`src/rtl/design_20_pkg.sv`:
```
// rtl/design_20_pkg.sv - op encoding shared by the multi-lane ALU pipeline
package design_20_pkg;

  localparam int OP_W = 2;

  typedef enum logic [OP_W-1:0] {
    OP_ADD = 2'b00,
    OP_SUB = 2'b01,
    OP_AND = 2'b10,
    OP_XOR = 2'b11
  } op_t;

endpackage

```
`src/rtl/design_20_lane.sv`:
```
// rtl/design_20_lane.sv - combinational single-lane op with carry/borrow or clamp flag
// DESIGN_20_PIPE_SAT_EN selects saturating ADD/SUB; otherwise arithmetic wraps.
module design_20_lane
  import design_20_pkg::*;
#(
  parameter int W = 8
) (
  input  logic [W-1:0] i_a,
  input  logic [W-1:0] i_b,
  input  op_t          i_op,
  output logic [W-1:0] o_y,
  output logic         o_flag
);

  logic [W:0] w_sum;
  logic [W:0] w_diff;

  // One extra bit captures carry-out / borrow.
  assign w_sum  = {1'b0, i_a} + {1'b0, i_b};
  assign w_diff = {1'b0, i_a} - {1'b0, i_b};

  always_comb begin
    o_y    = '0;
    o_flag = 1'b0;
    case (i_op)
      OP_ADD: begin
`ifdef DESIGN_20_PIPE_SAT_EN
        o_y = w_sum[W] ? {W{1'b1}} : w_sum[W-1:0];
`else
        o_y = w_sum[W-1:0];
`endif
        o_flag = w_sum[W];
      end
      OP_SUB: begin
`ifdef DESIGN_20_PIPE_SAT_EN
        o_y = w_diff[W] ? {W{1'b0}} : w_diff[W-1:0];
`else
        o_y = w_diff[W-1:0];
`endif
        o_flag = w_diff[W];
      end
      OP_AND: o_y = i_a & i_b;
      OP_XOR: o_y = i_a ^ i_b;
      default: begin
        o_y    = '0;
        o_flag = 1'b0;
      end
    endcase
  end

endmodule

```
`src/rtl/design_20_pipe.sv`:
```
// rtl/design_20_pipe.sv - LANES-wide ALU feeding a DEPTH-stage stallable valid/ready pipeline
// Saturating arithmetic is enabled by defining DESIGN_20_PIPE_SAT_EN.
module design_20_pipe
  import design_20_pkg::*;
#(
  parameter int W     = 8,
  parameter int LANES = 2,
  parameter int DEPTH = 2
) (
  input  logic               clk,
  input  logic               rst_n,
  input  logic               in_valid,
  output logic               in_ready,
  input  logic [1:0]         in_op,
  input  logic [LANES*W-1:0] in_a,
  input  logic [LANES*W-1:0] in_b,
  output logic               out_valid,
  input  logic               out_ready,
  output logic [LANES*W-1:0] out_y,
  output logic [LANES-1:0]   out_flag,
  output logic               busy,
  output logic [15:0]        out_cnt
);

  logic [LANES*W-1:0] w_y0;
  logic [LANES-1:0]   w_f0;
  logic [DEPTH:0]     w_en;

  logic [DEPTH-1:0]   r_valid;
  logic [LANES*W-1:0] r_y    [DEPTH];
  logic [LANES-1:0]   r_flag [DEPTH];
  logic [15:0]        r_cnt;

  for (genvar i = 0; i < LANES; i++) begin : g_lane
    design_20_lane #(.W(W)) u_lane (
      .i_a    (in_a[i*W +: W]),
      .i_b    (in_b[i*W +: W]),
      .i_op   (op_t'(in_op)),
      .o_y    (w_y0[i*W +: W]),
      .o_flag (w_f0[i])
    );
  end

  // A stage may load when empty or when its successor loads; ripples from out_ready to in_ready.
  always_comb begin
    w_en        = '0;
    w_en[DEPTH] = out_ready;
    for (int k = DEPTH - 1; k >= 0; k--) begin
      w_en[k] = !r_valid[k] || w_en[k+1];
    end
  end

  always_ff @(posedge clk or negedge rst_n) begin
    if (!rst_n) begin
      r_valid <= '0;
      r_cnt   <= '0;
      for (int k = 0; k < DEPTH; k++) begin
        r_y[k]    <= '0;
        r_flag[k] <= '0;
      end
    end else begin
      if (w_en[0]) begin
        r_valid[0] <= in_valid;
        if (in_valid) begin
          r_y[0]    <= w_y0;
          r_flag[0] <= w_f0;
        end
      end
      // Data only moves with a valid transfer, so an emptied tail keeps its last result.
      for (int k = 1; k < DEPTH; k++) begin
        if (w_en[k]) begin
          r_valid[k] <= r_valid[k-1];
          if (r_valid[k-1]) begin
            r_y[k]    <= r_y[k-1];
            r_flag[k] <= r_flag[k-1];
          end
        end
      end
      if (r_valid[DEPTH-1] && out_ready) begin
        r_cnt <= r_cnt + 16'd1;
      end
    end
  end

  assign in_ready  = w_en[0];
  assign out_valid = r_valid[DEPTH-1];
  assign out_y     = r_y[DEPTH-1];
  assign out_flag  = r_flag[DEPTH-1];
  assign busy      = |r_valid;
  assign out_cnt   = r_cnt;

endmodule

```
`config.mk`:
```
export PLATFORM = sky130hd
export DESIGN_NAME = design_20_pipe
export DESIGN_NICKNAME = d
export VERILOG_FILES = /design/src/rtl/design_20_pkg.sv /design/src/rtl/design_20_lane.sv /design/src/rtl/design_20_pipe.sv
export SDC_FILE = /design/constraint.sdc
export NUM_CORES = 1
export LEC_CHECK = 0
export ABC_AREA = 1
export CAP_MARGIN = 5
export CORE_AREA = 2 2 108 110
export CTS_BUF_LIST = sky130_fd_sc_hd__clkbuf_4
export CTS_CLUSTER_SIZE = 28
export DETAILED_ROUTE_END_ITERATION = 8
export DIE_AREA = 0 0 110 112
export GPL_ROUTABILITY_DRIVEN = 0
export GPL_TIMING_DRIVEN = 0
export PLACE_DENSITY = 0.66
export SYNTH_ARGS = -nofsm -noshare
export SYNTH_HDL_FRONTEND = slang
export SYNTH_HIERARCHICAL = 1
export SYNTH_SLANG_ARGS = --single-unit
export TNS_END_PERCENT = 50
```
`constraint.sdc`:
```
create_clock -name clk -period 2.3 [get_ports clk]
set_input_delay 0.46 -clock clk [delete_from_list [all_inputs] [get_ports clk]]
set_output_delay 0.46 -clock clk [all_outputs]
set_load 0.005 [all_outputs]
```
# == Yosys cells after proc, flatten, opt, wreduce, memory -nomap -nowiden ==
# Cells that the tools add are included.
# word_totals
latchBits,0
output_inout_bits,37
mem_bits_rw,0
elab_cells,32
romBits,0
reg_bits,54
input_bits,38
memories,0
# classes
n_shift,0
addsub,5
n_div,0
magnitude_cmp,0
reduce_logical,9
mul,0
n_mux,4
n_bitwise,4
n_eq_ne,3
# op_table
operator,count
case mux 8 bit (4 select lines),2
adder 8 x 8 -> 9 bit,2
subtractor 8 x 8 -> 9 bit,2
adder 16 x 1 -> 16 bit (second input constant),1
bitwise AND 8 bit,2
XOR 8 bit,2
equality test 2 bit (second input constant),2
case mux 1 bit (2 select lines),2
AND reduction 2 bit,2
equality test 2 x 1 -> 1 bit (second input constant),1
logical NOT 1 bit,2
logical NOT 2 bit,1
logical OR 1 bit,2
OR reduction 2 bit,1
logical AND 1 bit,1

# == Longest topological paths before layout ==
# logic_depth
word_depth,4
mapped_depth,15
depth_no_buf,15

# == By module ==
# The synthesis kept the hierarchy.
# modules_own_cells
mod,n_inst,seq_area_each_um2,cells_each,area_each_um2
design_20_pipe,1,1351.3,255,2547.4
design_20_lane at g_lane[1].u_lane,1,0.0,171,934.6
design_20_lane at g_lane[0].u_lane,1,0.0,172,923.4

# == Worst setup path after synthesis ==
# No wires, ideal clock.
# synth_path
path_kind,input to register
start,input port in_a[0]
end,register r_flag[2] in the netlist's numbering
slack_ps,416
required_ps,2180
cell_stages,15
path_buffers,0
setup_ps,120
arrival_time_ps,1764
cell_sequence,inv_1 > ha_1 > fa_1 > inv_1 > nand2_1 > nand2_1 > nand3b_1 > nand2_1 > nand2_1 > nand2_1 > nand2_1 > nand2_1 > nand2_1 > nor2_1 > a21oi_2
# synth_via
elab_chain_len,2
word_cells_on_any_way,3
cone_classes,2 x add/sub; 1 x mux
# synth_rtl
item,line_no,rtl
start: declaration,design_20_pipe.sv:15,"input logic [LANES*W-1:0] in_a,"
subtractor 8 x 8 -> 9 bit / adder 8 x 8 -> 9 bit (equally long branches),"design_20_lane.sv:20, design_20_lane.sv:19",
case mux 1 bit (2 select lines) *,design_20_lane.sv:25,case (i_op)
via w_f0[0],design_20_pipe.sv:26,logic [LANES-1:0] w_f0;
end signal: indexed assignment,design_20_pipe.sv:75,r_flag[k] <= r_flag[k-1];
end: declaration,design_20_pipe.sv:31,logic [LANES-1:0] r_flag [DEPTH];
# Mark *: on every way through the listed nets, which the timed path passes. The rest lies on a longest branch.
# A chain may end at the register's enable or synchronous reset.

# == Worst setup path after layout ==
# layout_path
start,input port out_ready
end,output port in_ready
# layout_via
elab_chain_len,2
# layout_rtl
item,line_no,rtl
start: declaration,design_20_pipe.sv:18,"input logic out_ready,"
logical OR 1 bit (2 in series),design_20_pipe.sv:49,w_en[k] = !r_valid[k] || w_en[k+1];
end: declaration,design_20_pipe.sv:13,"output logic in_ready,"
# No other way between the ends.

==> results.sh <==
export IMPL_status="finished, final reports clean"
export IMPL_grt_pass1_vias=3816
export IMPL_cts_sinks=54
export IMPL_ff2ff_path_depth=6
export IMPL_dp_hpwl_mm=7.90
export IMPL_grt_overflow=0
export IMPL_yosys_warnings=6
export IMPL_rsz0062_at_grt="false"
export IMPL_synthesis_instances=598
export IMPL_drive_gt1_share_pct=11.9
export IMPL_arrival_ns=1.74
export IMPL_cap_violations=0
export IMPL_area_growth_pct=22.8
export IMPL_hold_path_class="in2async"
export IMPL_endpoint_kind="output port"
export IMPL_fin_cells=823
export IMPL_clkTransAtPathRegs_ns=0.16
export IMPL_ys_ff_latch=54
export IMPL_layout_min_cycle_time_ns=2.20
export IMPL_cts_root_buf="clkbuf_4"
export IMPL_cts_max_path_buffers=2
export IMPL_routedWlPerCell_um=11.6
export IMPL_num_rows=39
export IMPL_ys_types=36
export IMPL_drc=0
export IMPL_max_freq_ghz=0.454
export IMPL_numCtsBuffers=5
export IMPL_nNetsFinal=754
export IMPL_fin_crit_sh_pct=95.7
export IMPL_reg2reg_slack_ns=0.91
export IMPL_reg2reg_from="r_valid[1]$_DFFE_PN0P_"
export IMPL_insertedDiodeCount=0
export IMPL_grt_pass1_wl_mm=16.7
export IMPL_coreArea_um2=11200
export IMPL_io_pins=75
export IMPL_pre_cts_ws_ns=-0.295
export IMPL_cp_slowest_cell="clkdlybuf4s50_1"
export IMPL_cp_start_kind="input pin"
export IMPL_grt_max_degree=29
export IMPL_antenna_left=0
export IMPL_maxSlewHeadroom_pct=55.6
export IMPL_die_area_um2=12300
export IMPL_cp_common_cell="clkdlybuf4s50_1"
export IMPL_cts_hold_buf=0
export IMPL_ir_worst_vdd_mv=0.487
export IMPL_dp_cells=815
export IMPL_synth_top_area_share_pct=30.7
export IMPL_clock_latency_ns=0.38
export IMPL_yosys_top_cells_area="dfrtp_1, nand2_1, ha_1"
export IMPL_final_setup_tns_ns=0
export IMPL_final_util_pct=48.4
export IMPL_start_util_pct=39.4
export IMPL_yosysSeqAreaShare_pct=30.7
export IMPL_hold_viol_final=0
export IMPL_multi_input_area_um2=2490
export IMPL_yosys_area_top_type="dfrtp_1"
export IMPL_dr_pass1_iters=5
export IMPL_r2r_end="r_y[24]$_DFFE_PN0P_"
export IMPL_slew_viol_final=0
export IMPL_synth_compound_area_share_pct=5.37
export IMPL_power_density_nw_per_um2=613
export IMPL_synth_top_family_by_area="simple AND/OR/NAND/NOR gates"
export IMPL_seqCellArea_um2=1350
export IMPL_crit_path_max_incr_delay_ns=0.54
export IMPL_p_leak_nw=2.86
export IMPL_cp_cell_sequence="clkdlybuf4s50_1 -> inv_1 -> nand3_4 -> clkdlybuf4s50_1"
export IMPL_fin_ws_ns=0.0986
export IMPL_syn_area_per_cell_um2=7.37
export IMPL_setup_viol=0
export IMPL_netlist_area_um2=4410
export IMPL_numPortBuffers=73
export IMPL_path_class="in2out"
export IMPL_synthAdderAreaFrac_pct=11.2
export IMPL_synthMuxAreaShare_pct=4.94
export IMPL_wirelength_mm=9.57
export IMPL_hold_ws_ns=0.0846
export IMPL_htreeDepth=2
export IMPL_vias=3964
export IMPL_fillers=1134
export IMPL_synth_nets=673
export IMPL_worstMarginPinSlew_ns=0.665
export IMPL_critical_path_peak_fanout=5
export IMPL_final_setup_skew_ns=0.0125
export IMPL_yosys_area_share_simple_pct=31.4
export IMPL_drt_iter0_drc=157
export IMPL_die_width_um=110
export IMPL_grt_usage_pct=16.4
export IMPL_antenna_found_initial=0
export IMPL_dieHeight_um=112
export IMPL_synth_xor_area_share_pct=3.18
export IMPL_crit_required_ns=1.84
export IMPL_viasPerCell=4.82
export IMPL_cts_tree="done"
## cells in the mapped netlist (all sizes together)
library cell	count
nand4	13
ha	33
o21ai	13
o22ai	8
a31oi	2
a21oi	16
o2111ai	2
mux2	15
clkbuf	2
and2	2
xnor2	5
inv	95
or2	5
nor2	34
nand3	55
dfrtp	54
fa	4
nor3	5
buf	29
xor2	11
nand2	186
o21bai	1
nand3b	8
## worst max-delay path by stage
| stage | start | end | cells after the start |
|---|---|---|---|
| finish | out_ready | in_ready | 4 |
| global route | in_a[0] | r_flag[2]$_DFFE_PN0P_ | 16 |
| CTS | out_ready | in_ready | 4 |
| detailed placement | in_a[8] | r_flag[3]$_DFFE_PN0P_ | 16 |
| global placement | rst_n | r_y[29]$_DFFE_PN0P_ | 1 |
| floorplan | in_a[0] | r_flag[2]$_DFFE_PN0P_ | 15 |
## state kept, by name (all words and copies together), names as in the netlist
signal and count:
out_cnt 16, out_flag 2, out_y 16, r_flag 2
r_valid 2, r_y 16
## area by class of cell
class | count | share of cell area (%)
Multi-Input combinational cell | 418 | 46.1
Sequential cell | 54 | 25.0
Timing Repair Buffer | 75 | 13.9
Inverter | 95 | 6.59
Buffer | 30 | 4.09
Tap cell | 143 | 3.31
Clock buffer | 5 | 0.694
Clock inverter | 3 | 0.301
## cell families after synthesis
group | Yosys count
AO/OA/AOI/OAI | 42
XOR/XNOR | 16
adder cells (fa/ha/maj) | 37
buffers and inverters | 126
flip-flops | 54
multiplexers | 15
AND/OR/NAND/NOR | 308
## placed cells by master, fill, tap and decap left out, drive strengths merged
| master | count |
|---|---|
| and2 | 2 |
| nand3 | 55 |
| clkinv | 2 |
| nor3 | 5 |
| or2 | 5 |
| xnor2 | 5 |
| nand3b | 8 |
| inv | 95 |
| o2111ai | 2 |
| nor2 | 34 |
| o22ai | 8 |
| o21bai | 1 |
| clkinvlp | 1 |
| xor2 | 11 |
| nand2 | 186 |
| clkbuf | 7 |
| buf | 31 |
| o21ai | 13 |
| clkdlybuf4s50 | 72 |
| ha | 33 |
| mux2 | 15 |
| fa | 4 |
| nand4 | 13 |
| a21oi | 16 |
| a31oi | 2 |
| dfrtp | 54 |
## critical path, delay by kind of cell
kind                   cells  cell delay (ns)
and+or+nand+nor            1             0.11
buffers and inverters      3             1.16
## per-stage QoR
stage | power [mW] | cell area (um^2)
final | 3.31 | 5410
after global routing | 3.58 | 5410
after CTS | 3.34 | 5390
after detailed placement | 2.92 | 5330
after global placement | 2.87 | 5320
after floorplan | 2.27 | 4410
## power by group
group	internal, mW	switching, mW
clock	0.114	0.299
combinational	0.890	0.646
sequential	1.18	0.183
total	2.19	1.13
## routing by layer
| metal | part of all wire (%) | track usage [%] | up-vias |
|---|---|---|---|
| li1 | - | - | 2032 |
| met1 | 45 | 21.1 | 1805 |
| met2 | 49 | 28.3 | 114 |
| met3 | 5.4 | 2.34 | 13 |
| met4 | 1.4 | 4.81 | 0 |
| met5 | 0 | 0 | - |
## timing repair
action,4_1_cts,5_1_grt
setup buffers,1,0
setup endpoints to repair,1,4
cloned,0,0
resized for setup,1,6
Power figures use the tool's default switching activity.
